$ cat config.mk
export PLATFORM = sky130hd
export DESIGN_NAME = exe_stage_flat
export DESIGN_NICKNAME = d
export VERILOG_FILES = /design/src/rtl/arm_pkg.sv /design/src/rtl/exe_stage_if.sv /design/src/rtl/alu.sv /design/src/rtl/exe_stage.sv /design/src/flat_wrapper.sv
export SDC_FILE = /design/constraint.sdc
export NUM_CORES = 1
export LEC_CHECK = 0
export CAP_MARGIN = 10
export CORE_MARGIN = 4
export CORE_UTILIZATION = 45
export CTS_CLUSTER_SIZE = 28
export DETAILED_ROUTE_END_ITERATION = 16
export GPL_TIMING_DRIVEN = 0
export HOLD_SLACK_MARGIN = 0.15
export PLACE_DENSITY = 0.81
export SLEW_MARGIN = 20
export SYNTH_ARGS = -nofsm -noshare
export SYNTH_HDL_FRONTEND = slang
export SYNTH_SLANG_ARGS = --single-unit
$ cat constraint.sdc
create_clock -name clk -period 3.28 [get_ports clk]
set_input_delay 0.656 -clock clk [delete_from_list [all_inputs] [get_ports clk]]
set_output_delay 0.656 -clock clk [all_outputs]
set_load 0.01 [all_outputs]
$ cat src/rtl/arm_pkg.sv
// arm_pkg: shared ARM968E-S pipeline constants (ALU opcodes, SR bit positions, datapath width)
package arm_pkg;
    localparam int WIDTH = 32;
    localparam logic [3:0] EXE_MOV = 4'b0001;
    localparam logic [3:0] EXE_MVN = 4'b1001;
    localparam logic [3:0] EXE_ADD = 4'b0010;
    localparam logic [3:0] EXE_ADC = 4'b0011;
    localparam logic [3:0] EXE_SUB = 4'b0100;
    localparam logic [3:0] EXE_SBC = 4'b0101;
    localparam logic [3:0] EXE_AND = 4'b0110;
    localparam logic [3:0] EXE_ORR = 4'b0111;
    localparam logic [3:0] EXE_EOR = 4'b1000;
    localparam int SR_N = 3;
    localparam int SR_Z = 2;
    localparam int SR_C = 1;
    localparam int SR_V = 0;
endpackage

$ cat src/rtl/exe_stage_if.sv
// exe_stage_if: ID->EX operand/control bundle plus EX->MEM pipeline register and status outputs
//   master: decoder side; drives EXE_CMD, controls, PC_in, operands, Imm24, Dest_in; observes results
//   slave : exe_stage; consumes the above, drives ALU_Res, Store_Val, WB/MEM enables, Dest, Br_*, SR
interface exe_stage_if #(parameter int WIDTH = arm_pkg::WIDTH);
    logic [3:0]       EXE_CMD;
    logic             WB_EN_in;
    logic             MEM_R_EN_in;
    logic             MEM_W_EN_in;
    logic             B_in;
    logic             S_in;
    logic [WIDTH-1:0] PC_in;
    logic [WIDTH-1:0] Val_Rn;
    logic [WIDTH-1:0] Val2;
    logic [WIDTH-1:0] Val_Rm;
    logic [23:0]      Imm24;
    logic [3:0]       Dest_in;
    logic [WIDTH-1:0] ALU_Res;
    logic [WIDTH-1:0] Store_Val;
    logic             WB_EN;
    logic             MEM_R_EN;
    logic             MEM_W_EN;
    logic [3:0]       Dest;
    logic             Br_taken;
    logic [WIDTH-1:0] Br_addr;
    logic [3:0]       SR;
    modport master (
        output EXE_CMD, WB_EN_in, MEM_R_EN_in, MEM_W_EN_in, B_in, S_in,
               PC_in, Val_Rn, Val2, Val_Rm, Imm24, Dest_in,
        input  ALU_Res, Store_Val, WB_EN, MEM_R_EN, MEM_W_EN, Dest, Br_taken, Br_addr, SR
    );
    modport slave (
        input  EXE_CMD, WB_EN_in, MEM_R_EN_in, MEM_W_EN_in, B_in, S_in,
               PC_in, Val_Rn, Val2, Val_Rm, Imm24, Dest_in,
        output ALU_Res, Store_Val, WB_EN, MEM_R_EN, MEM_W_EN, Dest, Br_taken, Br_addr, SR
    );
endinterface

$ cat src/rtl/alu.sv
// alu: combinational ALU; a_i/b_i operands, cin_i/vin_i current SR.C/SR.V, cmd_i opcode -> res_o, nzcv_o
module alu #(parameter int WIDTH = arm_pkg::WIDTH) (
    input  logic [WIDTH-1:0] a_i,
    input  logic [WIDTH-1:0] b_i,
    input  logic             cin_i,
    input  logic             vin_i,
    input  logic [3:0]       cmd_i,
    output logic [WIDTH-1:0] res_o,
    output logic [3:0]       nzcv_o
);
    import arm_pkg::*;
    logic             add_op;
    logic             sub_op;
    logic             carry_in;
    logic             b_sign;
    logic [WIDTH:0]   sum;
    logic             c;
    logic             v;
    always_comb begin
        add_op   = (cmd_i == EXE_ADD) || (cmd_i == EXE_ADC);
        sub_op   = (cmd_i == EXE_SUB) || (cmd_i == EXE_SBC);
        carry_in = (cmd_i == EXE_ADC || cmd_i == EXE_SBC) ? cin_i : (cmd_i == EXE_SUB);
        // subtraction runs as A + ~B + 1 (SBC: + Cin), so the carry-out is NOT borrow
        sum      = {1'b0, a_i} + {1'b0, sub_op ? ~b_i : b_i} + {{WIDTH{1'b0}}, carry_in};
        case (cmd_i)
            EXE_MOV:                            res_o = b_i;
            EXE_MVN:                            res_o = ~b_i;
            EXE_ADD, EXE_ADC, EXE_SUB, EXE_SBC: res_o = sum[WIDTH-1:0];
            EXE_AND:                            res_o = a_i & b_i;
            EXE_ORR:                            res_o = a_i | b_i;
            EXE_EOR:                            res_o = a_i ^ b_i;
            default:                            res_o = '0;
        endcase
        // overflow: A and effective B share a sign that the result does not
        b_sign   = sub_op ? ~b_i[WIDTH-1] : b_i[WIDTH-1];
        c        = (add_op || sub_op) ? sum[WIDTH] : cin_i;
        v        = (add_op || sub_op) ? (a_i[WIDTH-1] == b_sign) && (res_o[WIDTH-1] != a_i[WIDTH-1]) : vin_i;
        nzcv_o   = {res_o[WIDTH-1], res_o == '0, c, v};
    end
endmodule

$ cat src/rtl/exe_stage.sv
// exe_stage: ARM968E-S execute stage with ALU, branch adder, NZCV register and EX/MEM pipeline register
//   clk, rst (async, active-high), freeze (hold all state), flush (bubble the incoming instruction)
//   bus: exe_stage_if.slave carrying decoded controls/operands in and registered EX/MEM fields + SR out
//   Instr_cnt, Br_cnt: performance counters, present only when EXE_PERF_CNT_EN is defined
module exe_stage #(parameter int WIDTH = arm_pkg::WIDTH) (
    input  logic        clk,
    input  logic        rst,
    input  logic        freeze,
    input  logic        flush,
    exe_stage_if.slave  bus
`ifdef EXE_PERF_CNT_EN
    ,
    output logic [31:0] Instr_cnt,
    output logic [31:0] Br_cnt
`endif
);
    import arm_pkg::*;
    logic [WIDTH-1:0] alu_res;
    logic [3:0]       alu_nzcv;
    logic [WIDTH-1:0] br_target;
    logic             load;
    logic [WIDTH-1:0] alu_res_q, alu_res_d;
    logic [WIDTH-1:0] store_val_q, store_val_d;
    logic [WIDTH-1:0] br_addr_q, br_addr_d;
    logic             wb_en_q, wb_en_d;
    logic             mem_r_en_q, mem_r_en_d;
    logic             mem_w_en_q, mem_w_en_d;
    logic             br_taken_q, br_taken_d;
    logic [3:0]       dest_q, dest_d;
    logic [3:0]       sr_q, sr_d;

    alu #(.WIDTH(WIDTH)) u_alu (
        .a_i    (bus.Val_Rn),
        .b_i    (bus.Val2),
        .cin_i  (sr_q[SR_C]),
        .vin_i  (sr_q[SR_V]),
        .cmd_i  (bus.EXE_CMD),
        .res_o  (alu_res),
        .nzcv_o (alu_nzcv)
    );

    // word offset: sign-extend the 24-bit field and scale by 4
    assign br_target = bus.PC_in + {{(WIDTH-26){bus.Imm24[23]}}, bus.Imm24, 2'b00};
    assign load      = !freeze && !flush;

    // freeze holds everything (even over flush); flush zeroes the fields but keeps SR
    always_comb begin
        alu_res_d   = freeze ? alu_res_q   : flush ? '0 : alu_res;
        store_val_d = freeze ? store_val_q : flush ? '0 : bus.Val_Rm;
        br_addr_d   = freeze ? br_addr_q   : flush ? '0 : br_target;
        dest_d      = freeze ? dest_q      : flush ? '0 : bus.Dest_in;
        wb_en_d     = freeze ? wb_en_q     : load && bus.WB_EN_in;
        mem_r_en_d  = freeze ? mem_r_en_q  : load && bus.MEM_R_EN_in;
        mem_w_en_d  = freeze ? mem_w_en_q  : load && bus.MEM_W_EN_in;
        br_taken_d  = freeze ? br_taken_q  : load && bus.B_in;
        sr_d        = (load && bus.S_in) ? alu_nzcv : sr_q;
    end

    always_ff @(posedge clk or posedge rst) begin
        if (rst) begin
            alu_res_q   <= '0;
            store_val_q <= '0;
            br_addr_q   <= '0;
            dest_q      <= '0;
            wb_en_q     <= 1'b0;
            mem_r_en_q  <= 1'b0;
            mem_w_en_q  <= 1'b0;
            br_taken_q  <= 1'b0;
            sr_q        <= '0;
        end else begin
            alu_res_q   <= alu_res_d;
            store_val_q <= store_val_d;
            br_addr_q   <= br_addr_d;
            dest_q      <= dest_d;
            wb_en_q     <= wb_en_d;
            mem_r_en_q  <= mem_r_en_d;
            mem_w_en_q  <= mem_w_en_d;
            br_taken_q  <= br_taken_d;
            sr_q        <= sr_d;
        end
    end

    assign bus.ALU_Res   = alu_res_q;
    assign bus.Store_Val = store_val_q;
    assign bus.Br_addr   = br_addr_q;
    assign bus.Dest      = dest_q;
    assign bus.WB_EN     = wb_en_q;
    assign bus.MEM_R_EN  = mem_r_en_q;
    assign bus.MEM_W_EN  = mem_w_en_q;
    assign bus.Br_taken  = br_taken_q;
    assign bus.SR        = sr_q;

`ifdef EXE_PERF_CNT_EN
    logic [31:0] instr_cnt_q;
    logic [31:0] br_cnt_q;
    always_ff @(posedge clk or posedge rst) begin
        if (rst) begin
            instr_cnt_q <= '0;
            br_cnt_q    <= '0;
        end else if (load) begin
            if (bus.WB_EN_in || bus.MEM_R_EN_in || bus.MEM_W_EN_in || bus.S_in || bus.B_in)
                instr_cnt_q <= instr_cnt_q + 32'd1;
            if (bus.B_in)
                br_cnt_q <= br_cnt_q + 32'd1;
        end
    end
    assign Instr_cnt = instr_cnt_q;
    assign Br_cnt    = br_cnt_q;
`endif
endmodule
$ cat src/flat_wrapper.sv
// flat-port wrapper written by rule: the top's interface ports become plain ports
module exe_stage_flat import arm_pkg::*;
#(parameter int WIDTH = arm_pkg::WIDTH)
  (clk, rst, freeze, flush, bus_EXE_CMD, bus_WB_EN_in, bus_MEM_R_EN_in, bus_MEM_W_EN_in, bus_B_in, bus_S_in, bus_PC_in, bus_Val_Rn, bus_Val2, bus_Val_Rm, bus_Imm24, bus_Dest_in, bus_ALU_Res, bus_Store_Val, bus_WB_EN, bus_MEM_R_EN, bus_MEM_W_EN, bus_Dest, bus_Br_taken, bus_Br_addr, bus_SR);
  exe_stage_if #(.WIDTH(WIDTH)) bus_i ();
  input  logic clk;
  input  logic rst;
  input  logic freeze;
  input  logic flush;
  input wire logic [$bits(bus_i.EXE_CMD)-1:0] bus_EXE_CMD;
  input wire logic [$bits(bus_i.WB_EN_in)-1:0] bus_WB_EN_in;
  input wire logic [$bits(bus_i.MEM_R_EN_in)-1:0] bus_MEM_R_EN_in;
  input wire logic [$bits(bus_i.MEM_W_EN_in)-1:0] bus_MEM_W_EN_in;
  input wire logic [$bits(bus_i.B_in)-1:0] bus_B_in;
  input wire logic [$bits(bus_i.S_in)-1:0] bus_S_in;
  input wire logic [$bits(bus_i.PC_in)-1:0] bus_PC_in;
  input wire logic [$bits(bus_i.Val_Rn)-1:0] bus_Val_Rn;
  input wire logic [$bits(bus_i.Val2)-1:0] bus_Val2;
  input wire logic [$bits(bus_i.Val_Rm)-1:0] bus_Val_Rm;
  input wire logic [$bits(bus_i.Imm24)-1:0] bus_Imm24;
  input wire logic [$bits(bus_i.Dest_in)-1:0] bus_Dest_in;
  output wire logic [$bits(bus_i.ALU_Res)-1:0] bus_ALU_Res;
  output wire logic [$bits(bus_i.Store_Val)-1:0] bus_Store_Val;
  output wire logic [$bits(bus_i.WB_EN)-1:0] bus_WB_EN;
  output wire logic [$bits(bus_i.MEM_R_EN)-1:0] bus_MEM_R_EN;
  output wire logic [$bits(bus_i.MEM_W_EN)-1:0] bus_MEM_W_EN;
  output wire logic [$bits(bus_i.Dest)-1:0] bus_Dest;
  output wire logic [$bits(bus_i.Br_taken)-1:0] bus_Br_taken;
  output wire logic [$bits(bus_i.Br_addr)-1:0] bus_Br_addr;
  output wire logic [$bits(bus_i.SR)-1:0] bus_SR;
  assign bus_i.EXE_CMD = bus_EXE_CMD;
  assign bus_i.WB_EN_in = bus_WB_EN_in;
  assign bus_i.MEM_R_EN_in = bus_MEM_R_EN_in;
  assign bus_i.MEM_W_EN_in = bus_MEM_W_EN_in;
  assign bus_i.B_in = bus_B_in;
  assign bus_i.S_in = bus_S_in;
  assign bus_i.PC_in = bus_PC_in;
  assign bus_i.Val_Rn = bus_Val_Rn;
  assign bus_i.Val2 = bus_Val2;
  assign bus_i.Val_Rm = bus_Val_Rm;
  assign bus_i.Imm24 = bus_Imm24;
  assign bus_i.Dest_in = bus_Dest_in;
  assign bus_ALU_Res = bus_i.ALU_Res;
  assign bus_Store_Val = bus_i.Store_Val;
  assign bus_WB_EN = bus_i.WB_EN;
  assign bus_MEM_R_EN = bus_i.MEM_R_EN;
  assign bus_MEM_W_EN = bus_i.MEM_W_EN;
  assign bus_Dest = bus_i.Dest;
  assign bus_Br_taken = bus_i.Br_taken;
  assign bus_Br_addr = bus_i.Br_addr;
  assign bus_SR = bus_i.SR;
  exe_stage #(.WIDTH(WIDTH)) u_core (.clk(clk), .rst(rst), .freeze(freeze), .flush(flush), .bus(bus_i));
endmodule
==> flow_metrics.tcl <==
set metrics [dict create \
    report.final.slew_viol_count 0 \
    finalSetupViolCount 21 \
    yosys.area.top_type "dfrtp_1" \
    max_slew.worst_pin.slew_ns 1.14 \
    end_kind "flip-flop" \
    worst_ep_required_time_ns 3.54 \
    worstHoldPathType "reg -> reg" \
    placed_area_um2 13400 \
    crit_start "bus_EXE_CMD[3]" \
    intPower_w 0.00341 \
    min_period_ns 4.38 \
    cp_max_fo 4 \
    n_fill_cell 1684 \
    clk_pin_slew_ns 0.08 \
    cts_hold_buf 0 \
    worst_slack_ns -1.10 \
    dr_total_vias 10600 \
    yosysWarnings 0 \
    worstReg2RegEnd "u_core.bus.SR[2]$_DFFE_PP0P_" \
    synthFlopType "dfrtp_1" \
    clock-sinks 108 \
    remaining_drc_errors 0 \
    globalplace.congestion 0.977 \
    clock_skew_ns 0.00577 \
    die_w_um 158 \
    power.share.clock 0.215 \
    layout.nets 1814 \
    grt_max_degree 34 \
    critPathSlowestCell "fa_2" \
    fp.dieH_um 158 \
    ir_drop_v 0.000264 \
    final_area_um2 15300 \
    rsz0062_at_grt "yes" \
    io-pin-count 277 \
    endpoint "u_core.bus.SR[2]$_DFFE_PP0P_" \
    antenna_found_initial 3 \
    switching_share 0.369 \
    place_inst 1706 \
    reg2reg_slack_ns -0.91 \
    grt_pass1_vias 10500 \
    yosysUniqueCellTypes 86 \
    final_cell_mix "clkdlybuf4s50_1, ha_1, dfrtp_1" \
    synth_top_area_frac 0.266 \
    clk_latency_ns 0.36 \
    critPathBufInv 5 \
    final_common_cell "clkdlybuf4s50_1" \
    wl_per_cell_um 21.2 \
    cts-htree-levels 3 \
    cts_buffers 9 \
    vias_per_cell 5.88 \
    hold_viol_final 0 \
    critPathLaunchType "primary input" \
    power_density_nw_per_um2 352 \
    drt-initial-drc-count 855 \
    cp.depth 19 \
    num_rows 54 \
    timing.rr.start "u_core.bus.SR[1]$_DFFE_PP0P_" \
    path_cells "buf_12, buf_12, nor3b_2, clkbuf_8, xnor2_4, fa_2, inv_2, fa_2, and2b_2, o2111ai_4, buf_6, a211oi_4, or3_1, a31o_4, nor4_4, nand4_1, nor3_2, nand4_1, o41ai_2" \
    seqPwrFrac 0.291 \
    synth_nets 1448 \
    clock_path_buffers 2 \
    critPathKind "in -> reg" \
    cts_tree "done" \
    p_total_w 0.00541 \
    dp_slack_ns -2.02 \
    final_antenna_net_count 0 \
    portBuffers 271 \
    syn_area_um2 10200 \
    synth.yosys.seq_area_share 0.266 \
    max_freq_mhz 228 \
    coreArea_um2 22000 \
    period_share 1.33 \
    min_path_cells 2 \
    cellLeakagePower_nw 6.88 \
    max_stage_delay_ns 0.41 \
    r2r.worst_path.cells 19 \
    max-cap-violations 0 \
    combPwrFrac 0.494 \
    switchingPower_w 0.00199 \
    worstPathArrival_ns 4.63 \
    cp_top_family "simple AND/OR/NAND/NOR gates" \
    place_hpwl_um 28600 \
    die-area_um2 25100 \
    hold-worst-slack_ns 0.486 \
    ys_top_cells_by_area "dfrtp_1, ha_1, a22o_1" \
    relSlewSlack 0.241 \
    ys_ff_latch 108 \
    synthArstFlopShare 1.00 \
    initial_core_util 0.462 \
    dr.pass1.iters 5 \
    overflow 0 \
    syn_inst 1152 \
    drt_wl_total_um 38300 \
    area_growth_pct 50.8 \
    status "complete, but fails checks" \
    fin_cells 1806 \
    syn_avg_cell_area_um2 8.83 \
    grt_first_pass_wirelength_um 56200 \
    cts-root-buf "clkbuf_16" \
    violations "setup timing" \
    synth_edf_count 0 \
    drive_gt1_frac 0.187 \
    grt_usage 0.284 \
]
## stage by stage
stage / TNS (ns) / util
final: -9.52 / 0.697
after global routing: -11.90 / 0.696
after CTS: -11.06 / 0.663
after detailed placement: -38.74 / 0.610
after global placement: -36.58 / 0.607
after floorplan: -12.89 / -
## Yosys cell counts (13+ instances only)
master    instances
ha_1            124
dfrtp_1         108
inv_1           100
nand2_1          93
o21ai_0          81
a21oi_1          64
a22o_1           62
xnor2_1          56
xor2_1           56
nor2_1           35
clkbuf_1         32
mux2i_1          26
a21o_1           24
a22oi_1          22
buf_2            21
nand3_1          18
a211oi_1         15
o22ai_1          15
nand4_1          14
o21a_1           13
## worst reg2reg max path: stages, from the launching register on
cell	delay (ns)
dfrtp_1	0.44
nand2b_4	0.16
nand3b_1	0.08
a21oi_2	0.17
fa_2	0.24
inv_2	0.04
fa_2	0.33
and2b_2	0.27
o2111ai_4	0.19
buf_6	0.17
buf_6	0.11
buf_6	0.11
a2111oi_4	0.37
nor3_2	0.09
xnor2_1	0.15
a21oi_2	0.22
nand4_1	0.15
nor3_2	0.28
nand4_1	0.18
o41ai_2	0.35
## what timing repair did
action / in CTS / in global routing
resized for setup: 99 / 118
pin swaps: 61 / 72
cloned: 0 / 0
endpoints found under the setup margin: 42 / 38
setup buffers: 57 / 42
## how the worst min path moves through the flow
stage | startpoint | endpoint | slack [ns]
after floorplan | u_core.bus.SR[0]$_DFFE_PP0P_ | u_core.bus.SR[0]$_DFFE_PP0P_ | 0.45
after global placement | u_core.bus.Br_addr[23]$_DFFE_PP0N_ | u_core.bus.Br_addr[23]$_DFFE_PP0N_ | 0.46
after detailed placement | u_core.bus.Br_addr[20]$_DFFE_PP0N_ | u_core.bus.Br_addr[20]$_DFFE_PP0N_ | 0.47
after CTS | u_core.bus.Br_addr[15]$_DFFE_PP0N_ | u_core.bus.Br_addr[15]$_DFFE_PP0N_ | 0.49
after global routing | u_core.bus.Br_addr[21]$_DFFE_PP0N_ | u_core.bus.Br_addr[21]$_DFFE_PP0N_ | 0.50
final | u_core.bus.Br_addr[26]$_DFFE_PP0N_ | u_core.bus.Br_addr[26]$_DFFE_PP0N_ | 0.49
## registers in the layout, summed over array words and instances (netlist names)
signal	count
u_core.bus.MEM_R_EN	1
u_core.bus.Store_Val	32
u_core.bus.WB_EN	1
u_core.bus.SR	4
u_core.bus.Br_addr	32
u_core.bus.ALU_Res	32
u_core.bus.Dest	4
u_core.bus.MEM_W_EN	1
u_core.bus.Br_taken	1
## power by group through the flow
stage | registers [W] | logic [W] | clock network (W)
after detailed placement | 0.00159 | 0.00216 | 0
after CTS | 0.00157 | 0.00242 | 0.00118
final | 0.00157 | 0.00267 | 0.00116
after floorplan | 0.00164 | 0.00120 | 0
after global placement | 0.00159 | 0.00211 | 0
after global routing | 0.00159 | 0.00287 | 0.00123
## layer usage
metal	GRT usage	part of all wire	vias up
li1	-	-	4882
met1	0.336	0.39	5132
met2	0.495	0.49	476
met3	0.0527	0.075	122
met4	0.134	0.049	2
met5	0	0.00029	-
## logic make-up (layout without fill, tap and decap cells)
logic type,Yosys count,in the layout,synth area share
other,0,3,0
AOI/OAI and AO/OA,379,379,0.266
buffers and inverters,174,545,0.0778
adders and majority gates,127,127,0.158
DFF,108,108,0.266
xor gates and xnor gates,112,112,0.0964
muxes,29,29,0.0289
and+or+nand+nor,223,223,0.107
## layout make-up
class | count | area, um^2 | area share
tap | 280 | 350 | 0.0228
clock inverter | 7 | 85.1 | 0.00555
antenna | 3 | 7.51 | 0.000489
multi-input combinational | 870 | 7520 | 0.490
timing repair buffer | 363 | 3550 | 0.231
sequential | 108 | 2700 | 0.176
clock buffer | 9 | 225 | 0.0147
inverter | 100 | 379 | 0.0247
buffer | 66 | 520 | 0.0339
No activity file was read; power rests on OpenSTA's default activity.
